File: src/rtl/fp_simd_issue_q.sv
// Issue queue upstream of FP_SIMD: buffers vector ops, issues them one at a time, returns results over valid/ready.
// Optional macro FP_ISSUE_TIMEOUT_EN bounds the wait for fp_valid and flags aborted results on m_err.
module fp_simd_issue_q #(
  parameter int SIMD_WIDTH = 4,
  parameter int FP_W       = 22,
  parameter int DEPTH      = 4,
  parameter int TIMEOUT    = 64
) (
  input  logic                         clk,
  input  logic                         rst,
  input  logic                         s_valid,
  output logic                         s_ready,
  input  logic [2:0]                   s_opcode,
  input  logic [SIMD_WIDTH*FP_W-1:0]   s_in1,
  input  logic [SIMD_WIDTH*FP_W-1:0]   s_in2,
  output logic                         fp_en,
  output logic [2:0]                   fp_opcode,
  output logic [SIMD_WIDTH*FP_W-1:0]   fp_in1,
  output logic [SIMD_WIDTH*FP_W-1:0]   fp_in2,
  input  logic                         fp_valid,
  input  logic                         fp_busy,
  input  logic [SIMD_WIDTH*FP_W-1:0]   fp_result,
  output logic                         m_valid,
  input  logic                         m_ready,
  output logic [2:0]                   m_opcode,
  output logic [SIMD_WIDTH*FP_W-1:0]   m_result,
  output logic                         m_err,
  output logic [$clog2(DEPTH):0]       count
);
  localparam int VW = SIMD_WIDTH * FP_W;
  localparam int AW = $clog2(DEPTH);
  localparam logic [AW:0] DEPTH_C = (AW + 1)'(DEPTH);

  if (DEPTH < 2 || (DEPTH & (DEPTH - 1)) != 0 || TIMEOUT < 1) begin : g_bad_params
    $error("fp_simd_issue_q: DEPTH must be a power of 2 >= 2 and TIMEOUT >= 1");
  end

  // IDLE: wait for head op and !fp_busy | ISSUE: first fp_en cycle | WAIT: for fp_valid | CAPTURE: latch+pop | OUT: hold for consumer
  typedef enum logic [2:0] {ST_IDLE, ST_ISSUE, ST_WAIT, ST_CAPTURE, ST_OUT} state_e;
  state_e state_q, state_d;

  logic [2:0]    op_mem [DEPTH];
  logic [VW-1:0] a_mem  [DEPTH];
  logic [VW-1:0] b_mem  [DEPTH];
  logic [AW-1:0] wr_ptr_q, rd_ptr_q;
  logic [AW:0]   count_q;

  logic          fp_en_q, fp_en_d;
  logic [2:0]    fp_op_q, fp_op_d;
  logic [VW-1:0] fp_a_q, fp_a_d, fp_b_q, fp_b_d;
  logic          m_valid_q, m_valid_d;
  logic [2:0]    m_op_q, m_op_d;
  logic [VW-1:0] m_res_q, m_res_d;
  logic          push, pop, start, tmo_hit, abort;

  assign s_ready = (count_q < DEPTH_C);
  assign push    = s_valid && s_ready;
  assign pop     = (state_q == ST_CAPTURE);
  assign start   = (state_q == ST_IDLE) && (count_q != '0) && !fp_busy;

`ifdef FP_ISSUE_TIMEOUT_EN
  localparam int TW = ($clog2(TIMEOUT + 1) > 8) ? $clog2(TIMEOUT + 1) : 8;
  localparam logic [TW-1:0] TMO_LAST = TW'(TIMEOUT - 1);
  logic [TW-1:0] tmo_q;
  logic          abort_q, m_err_q;

  assign tmo_hit = (state_q == ST_WAIT) && !fp_valid && (tmo_q == TMO_LAST);

  always_ff @(posedge clk) begin
    if (rst) begin
      tmo_q   <= '0;
      abort_q <= 1'b0;
      m_err_q <= 1'b0;
    end else begin
      if (start) tmo_q <= '0;
      else if (state_q == ST_WAIT && !fp_valid) tmo_q <= tmo_q + 1'b1;
      if (state_q == ST_WAIT) abort_q <= tmo_hit;
      if (pop) m_err_q <= abort_q;
      else if (m_valid_q && m_ready) m_err_q <= 1'b0;
    end
  end

  assign abort = abort_q;
  assign m_err = m_err_q;
`else
  assign tmo_hit = 1'b0;
  assign abort   = 1'b0;
  assign m_err   = 1'b0;
`endif

  always_comb begin
    state_d = state_q;
    case (state_q)
      ST_IDLE:    if (start) state_d = ST_ISSUE;
      ST_ISSUE:   state_d = ST_WAIT;
      ST_WAIT:    if (fp_valid || tmo_hit) state_d = ST_CAPTURE;
      ST_CAPTURE: state_d = ST_OUT;
      ST_OUT:     if (m_valid_q && m_ready) state_d = ST_IDLE;
      default:    state_d = ST_IDLE;
    endcase
  end

  always_comb begin
    fp_en_d   = fp_en_q;
    fp_op_d   = fp_op_q;
    fp_a_d    = fp_a_q;
    fp_b_d    = fp_b_q;
    m_valid_d = m_valid_q;
    m_op_d    = m_op_q;
    m_res_d   = m_res_q;
    if (start) begin
      fp_en_d = 1'b1;
      fp_op_d = op_mem[rd_ptr_q];
      fp_a_d  = a_mem[rd_ptr_q];
      fp_b_d  = b_mem[rd_ptr_q];
    end
    if (pop) begin
      fp_en_d   = 1'b0;
      m_valid_d = 1'b1;
      m_op_d    = fp_op_q;
      m_res_d   = abort ? '0 : fp_result;
    end
    if (state_q == ST_OUT && m_valid_q && m_ready) m_valid_d = 1'b0;
  end

  always_ff @(posedge clk) begin
    if (rst) begin
      state_q   <= ST_IDLE;
      wr_ptr_q  <= '0;
      rd_ptr_q  <= '0;
      count_q   <= '0;
      fp_en_q   <= 1'b0;
      fp_op_q   <= '0;
      fp_a_q    <= '0;
      fp_b_q    <= '0;
      m_valid_q <= 1'b0;
      m_op_q    <= '0;
      m_res_q   <= '0;
    end else begin
      state_q   <= state_d;
      fp_en_q   <= fp_en_d;
      fp_op_q   <= fp_op_d;
      fp_a_q    <= fp_a_d;
      fp_b_q    <= fp_b_d;
      m_valid_q <= m_valid_d;
      m_op_q    <= m_op_d;
      m_res_q   <= m_res_d;
      if (push) wr_ptr_q <= wr_ptr_q + 1'b1;
      if (pop)  rd_ptr_q <= rd_ptr_q + 1'b1;
      case ({push, pop})
        2'b10:   count_q <= count_q + 1'b1;
        2'b01:   count_q <= count_q - 1'b1;
        default: count_q <= count_q;
      endcase
    end
  end

  // Payload storage needs no reset; occupancy is tracked by the pointers and count.
  always_ff @(posedge clk) begin
    if (push) begin
      op_mem[wr_ptr_q] <= s_opcode;
      a_mem[wr_ptr_q]  <= s_in1;
      b_mem[wr_ptr_q]  <= s_in2;
    end
  end

  assign fp_en     = fp_en_q;
  assign fp_opcode = fp_op_q;
  assign fp_in1    = fp_a_q;
  assign fp_in2    = fp_b_q;
  assign m_valid   = m_valid_q;
  assign m_opcode  = m_op_q;
  assign m_result  = m_res_q;
  assign count     = count_q;
endmodule

File: config.mk
export PLATFORM = sky130hd
export DESIGN_NAME = fp_simd_issue_q
export DESIGN_NICKNAME = d
export VERILOG_FILES = /design/src/rtl/fp_simd_issue_q.sv
export SDC_FILE = /design/constraint.sdc
export NUM_CORES = 1
export LEC_CHECK = 0
export CAP_MARGIN = 20
export CORE_UTILIZATION = 49
export CTS_BUF_LIST = sky130_fd_sc_hd__clkbuf_16
export DETAILED_ROUTE_END_ITERATION = 7
export PLACE_DENSITY = 0.83
export SLEW_MARGIN = 20
export SYNTH_ARGS = -nofsm -noshare
export SYNTH_HDL_FRONTEND = slang
export SYNTH_SLANG_ARGS = --single-unit
File: constraint.sdc
create_clock -name clk -period 6.28 [get_ports clk]
set_input_delay 1.57 -clock clk [delete_from_list [all_inputs] [get_ports clk]]
set_output_delay 1.57 -clock clk [all_outputs]
set_load 0.05 [all_outputs]
Word-level counts from Yosys, hierarchy flattened
Memory sizes are Yosys's and may differ from the RTL's. A register that Yosys moved wholly into a read port is not among the register bits.
Cells that the tools add are included.

cells by class
  equal/unequal tests = 9
  multiplexer cells = 7
  $mul = 0
  shift operators = 0
  reductions and logical operators = 13
  magnitude comparators = 1
  add/sub/neg operators = 4
  bitwise logic cells = 0
  div/mod/pow operators = 0

operators by type and width
  operator                                                            number
  3-bit case mux with 5 select lines                                  1
  3-bit two-way mux                                                   3
  3-bit by 2-bit == test with 1-bit output, second input constant     2
  1-bit logical AND                                                   6
  2-bit != test, second input constant                                3
  3-bit case mux with 2 select lines                                  1
  2-bit by 1-bit adder with 2-bit output, second input constant       2
  2-bit OR reduction                                                  2
  3-bit by 1-bit adder with 3-bit output, second input constant       1
  3-bit by 1-bit == test with 1-bit output, second input constant     1
  3-bit == test, second input constant                                1
  3-bit zero test                                                     1
  3-bit < comparator, second input constant                           1
  3-bit AND reduction                                                 1
  3-bit nonzero test                                                  1
  3-bit by 1-bit subtractor with 3-bit output, second input constant  1
  2-bit by 1-bit == test with 1-bit output, second input constant     1
  2-bit == test, second input constant                                1
  1-bit two-way mux                                                   2
  2-bit nonzero test                                                  1
  1-bit zero test                                                     1

storage, ports and cells
  word-level logic and storage cells = 45
  output and inout port bits = 277
  memories kept = 3
  bits in read-only memories = 0
  input bits = 273
  bits in latches = 0
  bits in registers = 103
  RAM bits = 716

memories
  memory  words  bits a word  rd ports  clocked after Yosys merged registers in  wr ports  RTL line  text
  a_mem   4      88           1         1                                        1         43        logic [VW-1:0] a_mem [DEPTH];
  b_mem   4      88           1         1                                        1         44        logic [VW-1:0] b_mem [DEPTH];
  op_mem  4      3            1         1                                        1         42        logic [2:0] op_mem [DEPTH];

Depth between registers and ports, before layout
  word-level depth = 5
  depth in mapped cells = 10
  gate-level depth less buffers = 8

Worst setup path after synthesis
OpenSTA, ideal clock, no wires.

  path kind = input to register
  start point = input s_valid
  end point = memory a_mem[1][0] in the netlist's numbering, enable pin
  path slack = -0.320 ns
  setup time = 0.561 ns
  arrival = 6.040 ns
  cell stages on the path = 3
  buffers on the path = 1
  required time = 5.719 ns
  cell sequence = nor2b_1 -> clkbuf_1 -> and2_1

on the way
  cells in the longest elaborated chain, start to end = 3

ends and longest elaborated chain
  element                                  RTL line  text
  from (decl)                              11        input logic s_valid,
  1-bit logical AND                        57        assign push = s_valid && s_ready;
  1-bit two-way mux                        160       if (push) begin
  1-bit two-way mux (implied by the code)  162       a_mem[wr_ptr_q] <= s_in1;
  to (decl)                                43

No other way between the ends.

Final worst setup path
  start point = input s_valid
  end point = memory b_mem[1][23] in the netlist's numbering, enable pin

on the way
  cells in the longest elaborated chain, start to end = 3

ends and longest elaborated chain
  element                                  RTL line  text
  1-bit logical AND                        57
  1-bit two-way mux                        160
  1-bit two-way mux (implied by the code)  163       b_mem[wr_ptr_q] <= s_in2;
  to (decl)                                44

No other way between the ends.

==> results.py <==
metrics = {
    "setup_path": {
        "worst-path-max-fanout": 53,
        "worstReg2RegStart": "rd_ptr_q[1]",
        "timing.rr.end": "fp_in2[26]",
        "setup.reg_to_reg.worst_slack_ps": 3570,
        "timing.reg2reg.worst_path_depth": 4,
        "crit_path_end_kind": "flip-flop",
        "critical_path_class": "input port to flip-flop",
        "timing.critical_path.required_ps": 6590,
        "cp_data_arrival_time_ps": 3900,
        "worstSetupStartpointType": "input port",
    },
    "clocking": {
        "number_of_buffers_created_by_cts": 99,
        "cts.sink_count": 998,
        "clk_path_buf_depth": 3,
        "cts.repair_timing.setup_buffer_count": 0,
        "clkSlewWorstSetupHoldPaths_ps": 60,
        "cts_tree": "done",
        "cts_repair_resize_count": 0,
        "clk_latency_ps": 650,
        "cts.htree.levels": 3,
        "ctsRootBufferMaster": "sky130_fd_sc_hd__clkbuf_16",
        "cts_hold_buffers": 0,
    },
    "run_status": {
        "result_of_the_run": "complete, no violations",
    },
    "cells_and_area": {
        "drive_gt1_frac": 0.1286,
        "finish.cell_count_without_fillers": 3781,
        "flow.area_growth_from_synthesis_pct": 26.28,
        "final_nets": 3008,
    },
    "floorplanning": {
        "chipWidth_um": 273.6,
        "floorplan.core_area_mm2": 0.07296,
        "top_level_ports": 550,
        "dieHeight_um": 273.6,
        "rows": 99,
        "design.die.area_mm2": 0.07484,
        "floorplan.initialDensity": 0.4953,
    },
    "power": {
        "p_leak_nw": 14.42,
        "p_per_area_mw_per_mm2": 322.3,
        "vdd_drop_max_v": 0.0003780,
    },
    "logic_synthesis": {
        "sequential_element_share_of_the_synthesized_area": 0.7512,
        "synth_area_leader_cell": "sky130_fd_sc_hd__edfxtp_1",
        "dominantRegCellSynth": "sky130_fd_sc_hd__edfxtp_1",
        "synth_top_cell_area_share": 0.5950,
        "mappedNetlistArea_mm2": 0.03614,
        "synthesis.nets": 2498,
        "netlist_instances": 2219,
        "synth-seq-cells": 998,
        "yosysWarnings": 0,
        "post_synth.cell_area_avg_um2": 16.29,
        "yosysMostFrequentCell": "sky130_fd_sc_hd__edfxtp_1",
        "synth-edff-count": 716,
        "post_synth_most_frequent_cells": "sky130_fd_sc_hd__edfxtp_1, sky130_fd_sc_hd__dfxtp_1, sky130_fd_sc_hd__a21oi_1, sky130_fd_sc_hd__nand2_1",
        "async_flop_share": 0,
        "netlist-cell-type-count": 34,
        "synth_top_cells_by_area": "sky130_fd_sc_hd__edfxtp_1, sky130_fd_sc_hd__dfxtp_1, sky130_fd_sc_hd__mux4_2, sky130_fd_sc_hd__a21oi_1, sky130_fd_sc_hd__nand3_1",
    },
    "global_routing": {
        "track_usage": 0.2332,
        "grt_antenna_before_repair": 10,
        "grt_overflow_total": 0,
        "maximum_number_of_pins_on_one_net_before_global_route_repair": 150,
        "via_count_of_the_first_global_routing_pass": 22111,
        "grt_pass1_wl_um": 132600,
    },
    "place": {
        "post-place-cells": 3586,
        "io_buffers": 548,
        "place.gp.congestion": 0.8218,
        "place_hpwl_um": 53190,
    },
    "routing": {
        "detail-route-antenna-nets": 0,
        "dr_total_vias": 21740,
        "drc": 0,
        "routed_wirelength_um": 88390,
        "drt_iter0_drc": 1741,
        "wl_per_cell_um": 23.38,
        "detailedRoute.firstPassIterationCount": 5,
        "via_per_inst": 5.750,
    },
    "timing": {
        "max_freq_mhz": 278.4,
        "period_minus_slack_ps": 3592,
        "finalCritPeriodShare": 0.5720,
        "worst_slew_pin_slew_ps": 1126,
        "grt_setup_unrepaired": "false",
        "clock_skew_ps": 29.57,
        "slew_headroom": 0.2492,
        "setup_total_negative_slack_ps": 0,
        "slew_violations": 0,
        "setup-violations-final": 0,
        "hold_violations": 0,
    },
    "hold_path": {
        "number_of_instances_on_the_worst_hold_path": 2,
        "min-delay-path-class": "flip-flop to flip-flop",
        "timing.hold.worst_endpoint": "m_opcode[1]",
        "source_of_the_worst_hold_timing_path": "m_opcode[1]",
    },
    "flow_run": {
        "cap_violations": 0,
    },
}
state kept, by name (all words and copies together), names as in the netlist:
signal     count
a_mem        352
m_opcode       3
m_valid        1
fp_in1        88
wr_ptr_q       2
b_mem        352
fp_opcode      3
m_result      88
rd_ptr_q       2
state_q        3
count          3
op_mem        12
fp_in2        88
fp_en          1
how the worst max path moves through the flow:
stage               slack [ps]     from  depth (start not counted)            to
floorplan                 1680  s_valid                          3   a_mem[0][0]
global placement          1970  s_valid                          4  a_mem[0][28]
detailed placement        1870  s_valid                          4  a_mem[0][43]
CTS                       2560  s_valid                          4   a_mem[0][2]
global route              2570  s_valid                          4  b_mem[1][26]
finish                    2690  s_valid                          4  b_mem[1][23]
layout by cell type (no fill, tap or decap), drive strengths merged, types with 3 or more instances in the layout:
master,instances
edfxtp,716
clkdlybuf4s50,547
dfxtp,282
a21oi,277
nand2,185
o21ai,181
mux4,179
nand3,179
clkbuf,104
clkinv,44
inv,43
buf,35
diode,7
nor2,6
ha,5
and2,4
or3,4
clkinvlp,3
bufinv,3
nor3,3
critical path: stages:
cell                              delay [ps]
sky130_fd_sc_hd__clkdlybuf4s50_1         450
sky130_fd_sc_hd__nor2b_1                 550
sky130_fd_sc_hd__and2_4                  850
sky130_fd_sc_hd__buf_4                   450
logic make-up after synthesis:
group,after synthesis,synth area share
flops,998,0.7512
compound gates,462,0.06447
simple gates,385,0.04774
buf+inv,183,0.02143
mux,180,0.1118
fa+ha+maj,6,0.002285
xor+xnor,4,0.0009696
other cells,1,0.0001038
report_power, final:
group	leakage, nW	internal, mW	switching, mW
logic	3.91	0.564	1.10
registers	8.86	7.42	0.125
clock network	1.64	3.11	2.39
per-stage QoR:
step | instance area, µm² | power [mW] | setup slack, ps | util | hold WS [ps]
5_1_grt | 45630 | 15.19 | 2571 | 0.6254 | 473.7
4_1_cts | 45590 | 14.82 | 2564 | 0.6249 | 455.6
3_5_place_dp | 42500 | 9.330 | 1873 | 0.5825 | 447.8
3_3_place_gp | 42500 | 9.258 | 1973 | 0.5825 | 441.1
2_1_floorplan | 36140 | 8.614 | 1681 | - | 513.6
6_report | 45630 | 14.71 | 2688 | 0.6255 | 453.8
routing by layer:
layer,vias up,wire length [µm],GRT usage
li1,9579,-,-
met1,10884,32280,0.2827
met2,1066,45320,0.3971
met3,203,6900,0.04825
met4,8,3851,0.1145
met5,-,48,0
final cells by class:
type	instances	area (µm²)
flip-flops and latches	998	27150
well taps	959	1200
clock inverters	83	488.0
repair buffers	582	5891
multi-input cells	1038	8243
clock buffers	104	2603
inverters	10	38.79
diodes	7	17.52
fillers	4949	27330
Power figures use the tool's default switching activity.
